===== src/rtl/spi_load_master.sv =====
// SPI/QPI master for the SoC memory-load port: one 32-bit word write or read per request
// (command, address, optional dummy, data), SPI mode 0, MSB-first on one or four lanes.
module spi_load_master #(
    parameter int unsigned CLK_DIV      = 4,
    parameter int unsigned DUMMY_CYCLES = 32,
    parameter logic [7:0]  WR_CMD       = 8'h02,
    parameter logic [7:0]  RD_CMD       = 8'h0B
) (
    input  logic        clk,
    input  logic        rst,
    input  logic        req_valid_i,
    output logic        req_ready_o,
    input  logic        req_we_i,
    input  logic [31:0] req_addr_i,
    input  logic [31:0] req_wdata_i,
    input  logic        qpi_i,
    output logic        rsp_valid_o,
    output logic [31:0] rsp_rdata_o,
    output logic        spi_sck_o,
    output logic        spi_csn_o,
    output logic [3:0]  spi_sdo_o,
    input  logic [3:0]  spi_sdi_i,
    output logic        busy_o
);

    typedef enum logic [2:0] {IDLE, CMD, ADDR, DUMMY, DATA, HOLD, GAP} state_t;

    localparam logic [8:0] HALF_LAST  = 9'(CLK_DIV - 1);
    localparam logic [8:0] GAP_LAST   = 9'(2 * CLK_DIV - 1);
    localparam logic [7:0] DUMMY_LAST = 8'(DUMMY_CYCLES - 1);

    state_t      state_reg, state_next;
    logic [8:0]  div_cnt_reg, div_cnt_next;
    logic [7:0]  cyc_cnt_reg, cyc_cnt_next;
    logic        sck_reg, sck_next;
    logic        csn_reg, csn_next;
    logic [3:0]  sdo_reg, sdo_next;
    logic        drive_reg, drive_next;
    logic [71:0] tx_reg, tx_next;
    logic [31:0] rx_reg, rx_next;
    logic        we_reg, we_next;
    logic        qpi_reg, qpi_next;
    logic        rsp_valid_reg, rsp_valid_next;
    logic [31:0] rdata_reg, rdata_next;

    logic [3:0]  lane_bits;
    logic [7:0]  phase_last;
    logic        half_done;

    assign half_done = (div_cnt_reg == HALF_LAST);

    // Lane 0 carries the serial bit in single mode; in quad mode lane 3 is the nibble MSB.
    genvar gi;
    generate
        for (gi = 0; gi < 4; gi++) begin : g_lane
            if (gi == 0) begin : g_lane0
                assign lane_bits[gi] = qpi_next ? tx_next[68] : tx_next[71];
            end else begin : g_laneq
                assign lane_bits[gi] = qpi_next & tx_next[68 + gi];
            end
        end
    endgenerate

    assign sdo_next = drive_next ? lane_bits : 4'b0000;

    always_comb begin
        phase_last = 8'd0;
        case (state_reg)
            CMD:     phase_last = qpi_reg ? 8'd1 : 8'd7;
            ADDR:    phase_last = qpi_reg ? 8'd7 : 8'd31;
            DUMMY:   phase_last = DUMMY_LAST;
            DATA:    phase_last = qpi_reg ? 8'd7 : 8'd31;
            default: phase_last = 8'd0;
        endcase
    end

    always_comb begin
        state_next     = state_reg;
        div_cnt_next   = div_cnt_reg;
        cyc_cnt_next   = cyc_cnt_reg;
        sck_next       = sck_reg;
        csn_next       = csn_reg;
        drive_next     = drive_reg;
        tx_next        = tx_reg;
        rx_next        = rx_reg;
        we_next        = we_reg;
        qpi_next       = qpi_reg;
        rsp_valid_next = 1'b0;
        rdata_next     = rdata_reg;

        case (state_reg)
            IDLE: begin
                if (req_valid_i) begin
                    state_next   = CMD;
                    csn_next     = 1'b0;
                    sck_next     = 1'b0;
                    div_cnt_next = 9'd0;
                    cyc_cnt_next = 8'd0;
                    we_next      = req_we_i;
                    qpi_next     = qpi_i;
                    tx_next      = {(req_we_i ? WR_CMD : RD_CMD), req_addr_i, req_wdata_i};
                    rx_next      = 32'd0;
                    drive_next   = 1'b1;
                end
            end

            CMD, ADDR, DUMMY, DATA: begin
                if (!half_done) begin
                    div_cnt_next = div_cnt_reg + 9'd1;
                end else begin
                    div_cnt_next = 9'd0;
                    if (!sck_reg) begin
                        sck_next = 1'b1;
                        if (state_reg == DATA && !we_reg) begin
                            rx_next = qpi_reg ? {rx_reg[27:0], spi_sdi_i}
                                              : {rx_reg[30:0], spi_sdi_i[0]};
                        end
                    end else begin
                        // Falling edge: advance the transmit stream and the phase.
                        sck_next = 1'b0;
                        if (state_reg != DUMMY) begin
                            tx_next = qpi_reg ? {tx_reg[67:0], 4'b0000}
                                              : {tx_reg[70:0], 1'b0};
                        end
                        if (cyc_cnt_reg == phase_last) begin
                            cyc_cnt_next = 8'd0;
                            case (state_reg)
                                CMD:  state_next = ADDR;
                                ADDR: begin
                                    state_next = we_reg ? DATA : DUMMY;
                                    drive_next = we_reg;
                                end
                                DUMMY: state_next = DATA;
                                default: begin
                                    state_next = HOLD;
                                    drive_next = 1'b0;
                                end
                            endcase
                        end else begin
                            cyc_cnt_next = cyc_cnt_reg + 8'd1;
                        end
                    end
                end
            end

            HOLD: begin
                if (half_done) begin
                    state_next     = GAP;
                    div_cnt_next   = 9'd0;
                    csn_next       = 1'b1;
                    rsp_valid_next = 1'b1;
                    if (!we_reg) begin
                        rdata_next = rx_reg;
                    end
                end else begin
                    div_cnt_next = div_cnt_reg + 9'd1;
                end
            end

            GAP: begin
                if (div_cnt_reg == GAP_LAST) begin
                    state_next   = IDLE;
                    div_cnt_next = 9'd0;
                end else begin
                    div_cnt_next = div_cnt_reg + 9'd1;
                end
            end

            default: begin
                state_next = IDLE;
                csn_next   = 1'b1;
                sck_next   = 1'b0;
                drive_next = 1'b0;
            end
        endcase
    end

    always_ff @(posedge clk) begin
        if (rst) begin
            state_reg     <= IDLE;
            div_cnt_reg   <= 9'd0;
            cyc_cnt_reg   <= 8'd0;
            sck_reg       <= 1'b0;
            csn_reg       <= 1'b1;
            sdo_reg       <= 4'b0000;
            drive_reg     <= 1'b0;
            tx_reg        <= 72'd0;
            rx_reg        <= 32'd0;
            we_reg        <= 1'b0;
            qpi_reg       <= 1'b0;
            rsp_valid_reg <= 1'b0;
            rdata_reg     <= 32'd0;
        end else begin
            state_reg     <= state_next;
            div_cnt_reg   <= div_cnt_next;
            cyc_cnt_reg   <= cyc_cnt_next;
            sck_reg       <= sck_next;
            csn_reg       <= csn_next;
            sdo_reg       <= sdo_next;
            drive_reg     <= drive_next;
            tx_reg        <= tx_next;
            rx_reg        <= rx_next;
            we_reg        <= we_next;
            qpi_reg       <= qpi_next;
            rsp_valid_reg <= rsp_valid_next;
            rdata_reg     <= rdata_next;
        end
    end

    assign req_ready_o = (state_reg == IDLE);
    assign busy_o      = (state_reg != IDLE);
    assign rsp_valid_o = rsp_valid_reg;
    assign rsp_rdata_o = rdata_reg;
    assign spi_sck_o   = sck_reg;
    assign spi_csn_o   = csn_reg;
    assign spi_sdo_o   = sdo_reg;

endmodule


===== config.mk =====
export PLATFORM = sky130hd
export DESIGN_NAME = spi_load_master
export DESIGN_NICKNAME = d
export VERILOG_FILES = /design/src/rtl/spi_load_master.sv
export SDC_FILE = /design/constraint.sdc
export NUM_CORES = 1
export LEC_CHECK = 0
export BUFFER_PORTS_ARGS = -buffer_cell sky130_fd_sc_hd__buf_2
export CORE_MARGIN = 4
export CORE_UTILIZATION = 39
export CTS_CLUSTER_DIAMETER = 50
export DETAILED_ROUTE_END_ITERATION = 6
export GPL_TIMING_DRIVEN = 0
export PLACE_DENSITY = 0.64
export SKIP_CTS_REPAIR_TIMING = 1
export SLEW_MARGIN = 20
export SYNTH_ARGS = -nofsm -noshare
export SYNTH_HDL_FRONTEND = slang
export SYNTH_SLANG_ARGS = --single-unit

===== constraint.sdc =====
create_clock -name clk -period 5.3 [get_ports clk]
set_input_delay 1.325 -clock clk [delete_from_list [all_inputs] [get_ports clk]]
set_output_delay 1.325 -clock clk [all_outputs]
set_load 0.03 [all_outputs]

==> impl_metrics.ini <==
[outcome]
outcome = complete, no violations

[final_layout]
fin_area_um2 = 9390
fin_util_pct = 47.6
largest_reg_flops = 72
syn_to_final_growth_pct = 18.6
drive_gt1_share_pct = 16.6
fin_nets = 1141

[synth]
yosys_warnings = 0
syn_area_um2 = 7910
synth.distinct_cells = 59
avgSynthCellArea_um2 = 8.46
ys_ff_latch = 166
async_flop_share_pct = 0
yosysSeqAreaShare_pct = 42.0
synth_nets = 1010
synth_edf_count = 0
syn-instance-count = 935
synthFlopType = dfxtp_1

[worst_setup_path]
critPathLaunchType = flip-flop
path_class = flip-flop to output port
required_ps = 3970
crit_path_end_kind = output port
cp_slowest_stage_delay_ps = 300
cp.arrival_ps = 1590
cp_slowest_cell = dfxtp_1
crit_chain = buf_4 -> nor3_2 -> inv_1 -> buf_2
cp_max_fo = 10

[route]
drcViolationCount = 0
routed_wirelength_um = 20900
dr.pass1.iters = 5
vias_per_cell = 5.36
ant_nets = 0
vias = 7212
drt_iter0_markers = 374
post_drt_wl_per_cell_um = 15.5

[power]
power.internal_mw = 2.28
p_sw_share_pct = 30.5
pwr-share-seq_pct = 42.5
clockPowerShare_pct = 36.8
comb_power_share_pct = 20.7
p_sw_mw = 1.00
p_per_area_nw_per_um2 = 350
ir_drop_mv = 0.220
p_leak_nw = 3.36

[sta]
max_slew_margin_pct = 37.3
maxSlewViolCount = 0
finalCritPeriodShare_pct = 55.1
fmax_ghz = 0.343
fin_skew_ps = 7.96
tightest_slew_ps = 936
rsz0062_at_grt = false
setup_tns_ps = 0
setup_viol = 0
fin_crit_ps = 2920
holdWs_ps = 451
hold_viol = 0
layout_setup_ws_ps = 2380

[clock_tree]
h-tree-depth = 4
cts_tree = yes
numCtsBuffers = 17
clk_pin_slew_ps = 60
cts-root-buf = clkbuf_16
cts_max_path_buffers = 2
cts.sinks = 166
clock_latency_ps = 430

[global_route]
grt_max_degree = 17
grt_pass1_wl_um = 34200
grt_pass1_vias = 6902
grt-ovfl-total = 0
grt_usage_pct = 18.6
grt_antenna_before_repair = 4

[floorplan]
rows = 51
initial_core_util_pct = 40.1
die_area_um2 = 22600
die_width_um = 150
io_pins = 114
core_area_um2 = 19700
dieHeight_um = 150

[placement]
placed_cell_area_um2 = 8800
gp_congestion = 0.858
dp_slack_ps = 1980
port_buffers = 112
post-dp-hpwl_um = 15100

[job]
cap_violations = 0

[hold_path]
hp-class = flip-flop to flip-flop
[Yosys cell counts (all sizes together) (2+ instances only)]
cell type | number | area [µm²]
a21oi | 81 | 409
a221oi | 60 | 526
a22oi | 6 | 45.0
a311o | 2 | 20.0
a31oi | 3 | 18.8
and2 | 4 | 25.0
and3 | 3 | 18.8
and3b | 3 | 26.3
and4 | 2 | 17.5
buf | 23 | 148
clkbuf | 54 | 203
dfxtp | 166 | 3320
ha | 2 | 25.0
inv | 4 | 15.0
mux2i | 105 | 1050
nand2 | 89 | 334
nand2b | 4 | 25.0
nand3 | 12 | 72.6
nand4 | 7 | 43.8
nor2 | 189 | 709
nor2b | 6 | 37.5
nor3 | 39 | 200
nor3b | 5 | 48.8
nor4b | 4 | 65.1
o211ai | 2 | 15.0
o21a | 2 | 15.0
o21ai | 15 | 75.1
o22ai | 8 | 50.1
o2bb2ai | 3 | 45.0
o311ai | 2 | 35.0
or2 | 2 | 12.5
or3 | 2 | 12.5
xnor2 | 3 | 26.3
xor2 | 9 | 78.8
[critical path: cells and delay by family (launching register included)]
kind                   cells  cell delay [ps]
buffers and inverters      3              570
DFF                        1              300
and+or+nand+nor            1              290
[power groups by stage]
| stage | Clock, mW | Sequential, mW | Combinational (mW) |
|---|---|---|---|
| after floorplan | 0 | 1.40 | 0.510 |
| after global placement | 0 | 1.42 | 0.677 |
| after detailed placement | 0 | 1.42 | 0.680 |
| after CTS | 1.24 | 1.39 | 0.682 |
| after global routing | 1.29 | 1.40 | 0.752 |
| final | 1.21 | 1.39 | 0.680 |
[cell type report]
| class | instances | area (µm²) |
|---|---|---|
| antenna | 2 | 5.00 |
| buffer | 77 | 350 |
| clock buffer | 22 | 484 |
| clock inverter | 10 | 93.8 |
| fill | 1978 | 10300 |
| inverter | 4 | 15.0 |
| multi-input combinational | 688 | 4220 |
| sequential | 166 | 3320 |
| tap | 265 | 332 |
| timing repair buffer | 112 | 561 |
[layout by cell type (no fill, tap or decap), types with 4 or more instances in the layout]
master	synthesis	routed
xor2_1	9	9
a21oi_1	80	80
and2_1	4	4
inv_1	4	4
nand2b_1	4	4
nor2b_1	6	6
nand4_1	7	7
clkbuf_16	0	17
dfxtp_1	166	166
o22ai_1	8	8
o21ai_0	12	12
nor3b_1	4	4
buf_2	13	125
buf_4	6	6
a22oi_1	6	6
a221oi_1	60	60
clkbuf_8	0	4
nor3_1	38	38
mux2i_1	105	105
nand2_1	89	89
nand3_1	11	11
clkbuf_1	54	55
nor2_1	189	189
[metrics by stage]
| stage | cells | power, mW |
|---|---|---|
| floorplan | 935 | 1.91 |
| global placement | 1312 | 2.10 |
| detailed placement | 1312 | 2.10 |
| CTS | 1344 | 3.32 |
| global route | 1345 | 3.44 |
| finish | 1346 | 3.28 |
[layer usage]
metal / global-route usage (%) / routed length (µm) / share of wire (%)
met5: 0 / 34 / 0.16
met4: 6.04 / 284 / 1.4
met1: 24.6 / 9810 / 47
met3: 5.21 / 1360 / 6.5
met2: 29.3 / 9370 / 45
[worst paths after layout]
path | start | end | slack, ps | cells after the start
max reg2reg | div_cnt_reg[0] | tx_reg[19] | 2730 | 8
min | rsp_rdata_o[11] | rsp_rdata_o[11] | 450 | 2
min reg2reg | rsp_rdata_o[11] | rsp_rdata_o[11] | 450 | 2
max | state_reg[2] | busy_o | 2380 | 4
[cells by family (layout without fill, tap and decap cells)]
group	count (synthesis)	in the layout	synth area share [%]
DFF	166	166	42.0
adders and majority gates	2	2	0.316
other	0	2	0
AOI/OAI and AO/OA	193	193	16.9
xor gates and xnor gates	12	12	1.33
muxes	106	106	13.4
buffers and inverters	81	225	4.62
and+or+nand+nor	375	375	21.4
(Power assumes the default switching activity.)
